$ cat src/rtl/madd_pipe.sv
// Two-stage multiply-add pipeline with valid/ready handshake on both sides.
// Stage 1 holds the product and extended addend; stage 2 holds the result and updates the accumulator.
module madd_pipe #(
   parameter int WIDTH = 32
) (
   input  logic             CLK,
   input  logic             RST,
   input  logic [WIDTH-1:0] A,
   input  logic [WIDTH-1:0] B,
   input  logic [WIDTH-1:0] C,
   input  logic [1:0]       OP,
   input  logic             SGN,
   input  logic             IN_VALID,
   output logic             IN_READY,
   output logic [WIDTH-1:0] Z,
   output logic [WIDTH-1:0] ZH,
   output logic             OUT_VALID,
   input  logic             OUT_READY
);

   localparam int W2 = 2 * WIDTH;

   typedef enum logic [1:0] {
      OP_MADD   = 2'b00,
      OP_MSUB   = 2'b01,
      OP_MAC    = 2'b10,
      OP_CLRMAC = 2'b11
   } op_e;

   logic          v1_q, v1_d;
   logic [W2-1:0] p1_q, p1_d;
   logic [W2-1:0] cx1_q, cx1_d;
   op_e           op1_q, op1_d;

   logic          v2_q, v2_d;
   logic [W2-1:0] r2_q, r2_d;
   logic [W2-1:0] acc_q, acc_d;

   logic          adv1, adv2;
   logic [W2-1:0] ax, bx, cx, p_in, r_s2;

   assign adv2      = ~v2_q | OUT_READY;
   assign adv1      = ~v1_q | adv2;
   // Reset gating keeps beats offered during reset from looking accepted.
   assign IN_READY  = adv1 & ~RST;
   assign Z         = r2_q[WIDTH-1:0];
   assign ZH        = r2_q[W2-1:WIDTH];
   assign OUT_VALID = v2_q;

   always_comb begin
      ax   = SGN ? {{WIDTH{A[WIDTH-1]}}, A} : {{WIDTH{1'b0}}, A};
      bx   = SGN ? {{WIDTH{B[WIDTH-1]}}, B} : {{WIDTH{1'b0}}, B};
      cx   = SGN ? {{WIDTH{C[WIDTH-1]}}, C} : {{WIDTH{1'b0}}, C};
      p_in = ax * bx;
   end

   always_comb begin
      r_s2 = p1_q;
      case (op1_q)
         OP_MADD:   r_s2 = p1_q + cx1_q;
         OP_MSUB:   r_s2 = cx1_q - p1_q;
         OP_MAC:    r_s2 = p1_q + acc_q;
         OP_CLRMAC: r_s2 = p1_q;
         default:   r_s2 = p1_q;
      endcase
   end

   always_comb begin
      v1_d  = v1_q;
      p1_d  = p1_q;
      cx1_d = cx1_q;
      op1_d = op1_q;
      if (adv1) begin
         v1_d = IN_VALID;
         if (IN_VALID) begin
            p1_d  = p_in;
            cx1_d = cx;
            op1_d = op_e'(OP);
         end
      end
   end

   // ACC moves only when a MAC/CLRMAC beat actually lands in stage 2.
   always_comb begin
      v2_d  = v2_q;
      r2_d  = r2_q;
      acc_d = acc_q;
      if (adv2) begin
         v2_d = v1_q;
         if (v1_q) begin
            r2_d = r_s2;
            if (op1_q == OP_MAC || op1_q == OP_CLRMAC) acc_d = r_s2;
         end
      end
   end

   always_ff @(posedge CLK) begin
      if (RST) begin
         v1_q  <= 1'b0;
         p1_q  <= '0;
         cx1_q <= '0;
         op1_q <= OP_MADD;
         v2_q  <= 1'b0;
         r2_q  <= '0;
         acc_q <= '0;
      end else begin
         v1_q  <= v1_d;
         p1_q  <= p1_d;
         cx1_q <= cx1_d;
         op1_q <= op1_d;
         v2_q  <= v2_d;
         r2_q  <= r2_d;
         acc_q <= acc_d;
      end
   end

endmodule
$ cat config.mk
export PLATFORM = sky130hd
export DESIGN_NAME = madd_pipe
export DESIGN_NICKNAME = d
export VERILOG_FILES = /design/src/rtl/madd_pipe.sv
export SDC_FILE = /design/constraint.sdc
export NUM_CORES = 2
export LEC_CHECK = 0
export ABC_AREA = 1
export BUFFER_PORTS_ARGS = -buffer_cell sky130_fd_sc_hd__buf_2
export CORE_ASPECT_RATIO = 1.25
export CORE_MARGIN = 2
export CORE_UTILIZATION = 42
export CTS_BUF_LIST = sky130_fd_sc_hd__clkbuf_8
export DETAILED_ROUTE_END_ITERATION = 12
export MAX_ROUTING_LAYER = met4
export SKIP_CTS_REPAIR_TIMING = 1
export SLEW_MARGIN = 20
export SYNTH_ARGS = -nofsm -noshare
export SYNTH_HDL_FRONTEND = slang
export SYNTH_SLANG_ARGS = --single-unit
$ cat constraint.sdc
create_clock -name CLK -period 26.7 [get_ports CLK]
set_input_delay 5.34 -clock CLK [delete_from_list [all_inputs] [get_ports CLK]]
set_output_delay 5.34 -clock CLK [all_outputs]
set_load 0.02 [all_outputs]
==> impl_metrics.yaml <==
die:
  ios: 169
  die_x_um: 368
  dieArea_sq_um: 169000
  core_sq_um: 165000
  initial_core_util_pct: 42.1
  chipHeight_um: 459
  rows: 167
logic_synthesis:
  synth_compound_area_share_pct: 8.01
  synth.area.top_cells: "fa_1 41%, inv_1 14%, nand2_1 10%, ha_1 7.9%, dfxtp_1 6.6%"
  synth_edf_count: 0
  ys_seq_elements: 229
  synth_top_family_by_area: "adder cells"
  syn_area_sq_um: 69600
  synth_xor_area_share_pct: 0.730
  synth-simple-area-share_pct: 18.9
  synth_seq_area_share_pct: 6.58
  postSynth.asyncResetShare_pct: 0
  synth_fa_ha_area_share_pct: 48.7
  syn_nets: 11400
  synthMuxAreaShare_pct: 0.340
  ys.flop_type: "dfxtp_1"
  syn_avg_cell_area_sq_um: 7.34
  yosys.area.top_type: "fa_1"
  ys_warn_count: 0
  syn-instance-count: 9486
  synth_cell_types: 55
  synth_top_area_share_pct: 40.9
timing:
  final_max_slew_viol_count: 0
  fmax_mhz: 67.2
  rsz0062_at_grt: "no"
  finalSetupViolations: 0
  worstMarginPinSlew_ns: 1.09
  fin_setup_tns_ns: 0
  hold_viol_final: 0
  period_needed_ns: 14.87
  max_slew_margin_pct: 27.3
  fin_crit_sh_pct: 55.7
  skew_ns: 0.0803
global_routing:
  grt_max_degree: 89
  grt_overflow: 0
  grt_antenna_before_repair: 12
  grtUsageTotal_pct: 32.9
  grt_pass1_vias: 64400
  grt_pass1_wl_um: 401000
drt:
  top_layer: "met4"
  drtAntennaViolNets: 0
  wl_met2_um: 137000
  viasPerCell: 5.14
  routed_wl_um: 267000
  wl_per_cell_um: 22.9
  drt_iter0_markers: 3642
  wl_met3_um: 11900
  drc_errors: 0
  met1_length_um: 99600
  first_pass_iters: 6
  vias: 59800
critical_path:
  crit_type: "input port to register"
  crit_arrival_ns: 15.48
  crit_slowest_cell: "fa_1"
  critPathMaxFanout: 33
  critPathMaxStageDelay_ns: 0.97
  required_ns: 27.31
  end_kind: "register"
  crit_top_cell: "fa_1"
  critPathLaunchType: "input port"
flow_run:
  max_cap_violations: 0
cells_and_area:
  layout_commonest_cell: "inv_1"
  drive_above_1_share_pct: 5.51
  area_growth_pct: 5.22
  fin_nets: 11400
  most-common-layout-cells: "2685 x inv_1, 1922 x nand2_1, 1421 x fa_1"
clock_tree:
  cts_tree: "yes"
  cts_root_buf: "clkbuf_8"
  htree_num_levels: 2
  clockBufferDepth: 3
  cts.sink_count: 229
  clock_latency_ns: 0.69
  cts.clk_slew.worst_paths_ns: 0.07
  cts-buffers-inserted: 38
placed_design:
  port_buffers: 168
  finalWeightedCongestion: 1.09
  dp_hpwl_um: 228000
status:
  status: "finished, final reports clean"
min_path:
  hold_class: "register to register"
[stage by stage]
stage | util [%] | hold WS (ns) | area (sq um) | setup slack, ns | std cells
6_report | 44.3 | 0.459 | 73300 | 11.83 | 11600
4_1_cts | 44.3 | 0.461 | 73200 | 11.81 | 11600
3_3_place_gp | 43.8 | 0.443 | 72400 | 11.18 | 11600
2_1_floorplan | - | 0.431 | 69600 | 12.90 | 9486
3_5_place_dp | 43.8 | 0.447 | 72400 | 11.08 | 11600
5_1_grt | 44.3 | 0.489 | 73300 | 11.27 | 11600
[cells in the mapped netlist (all sizes together), types with 2 or more instances]
cell type	number
a221oi	2
nor4	12
nor2	790
fa	1421
or2	21
nor3	34
o21ai	483
nand2	1958
dfxtp	229
buf	31
nand3b	22
a211oi	11
clkbuf	334
a31o	3
a31oi	15
mux2	21
o221ai	8
nand3	306
o211ai	20
xor2	42
ha	437
inv	2723
nand4	55
a21o	20
o21bai	28
clkinv	3
a21boi	20
and3	8
a21oi	398
xnor2	16
o21a	14
[flip-flops by register name (all words and copies together) (netlist names)]
signal	count
acc_q	64
OUT_VALID	1
op1_q	2
cx1_q	33
r2_q	64
p1_q	64
v1_q	1
[cells by family (layout without fill, tap and decap cells)]
logic type | count (synthesis) | after routing
XOR/XNOR | 58 | 58
AO/OA/AOI/OAI | 1022 | 1022
flip-flops | 229 | 229
adder cells (fa/ha/maj) | 1858 | 1858
buffers and inverters | 3091 | 3036
multiplexers | 21 | 21
other | 0 | 7
AND/OR/NAND/NOR | 3207 | 3207
[critical path, delay by kind of cell]
family | cells | cell delay, ns
AND/OR/NAND/NOR | 9 | 1.81
buffers and inverters | 10 | 1.87
AO/OA/AOI/OAI | 2 | 0.28
adder cells (fa/ha/maj) | 11 | 6.11
[layout make-up]
class / instances / area [sq um]
repair buffers: 242 / 1410
diodes: 7 / 17.5
flip-flops and latches: 229 / 4580
multi-input cells: 6166 / 53400
clock inverters: 25 / 251
well taps: 2197 / 2750
clock buffers: 43 / 592
fillers: 17200 / 92000
inverters: 2726 / 10200
[worst paths after layout]
check / startpoint / to / slack [ns] / depth (start not counted)
worst max-delay path: A[31] / p1_q[50] / 11.83 / 32
worst min-delay path: acc_q[3] / acc_q[3] / 0.46 / 2
worst max register to register: op1_q[0] / r2_q[62] / 21.25 / 21
worst min register to register: acc_q[3] / acc_q[3] / 0.46 / 2
[routing by layer]
metal | up-vias | global-route usage (%)
li1 | 27500 | -
met1 | 29800 | 36.0
met2 | 1959 | 58.7
met3 | 628 | 2.76
met4 | 0 | 18.2
met5 | - | -
Power is not shown: default switching activity piles up to over one toggle a cycle in this logic, so the estimate is an artifact.
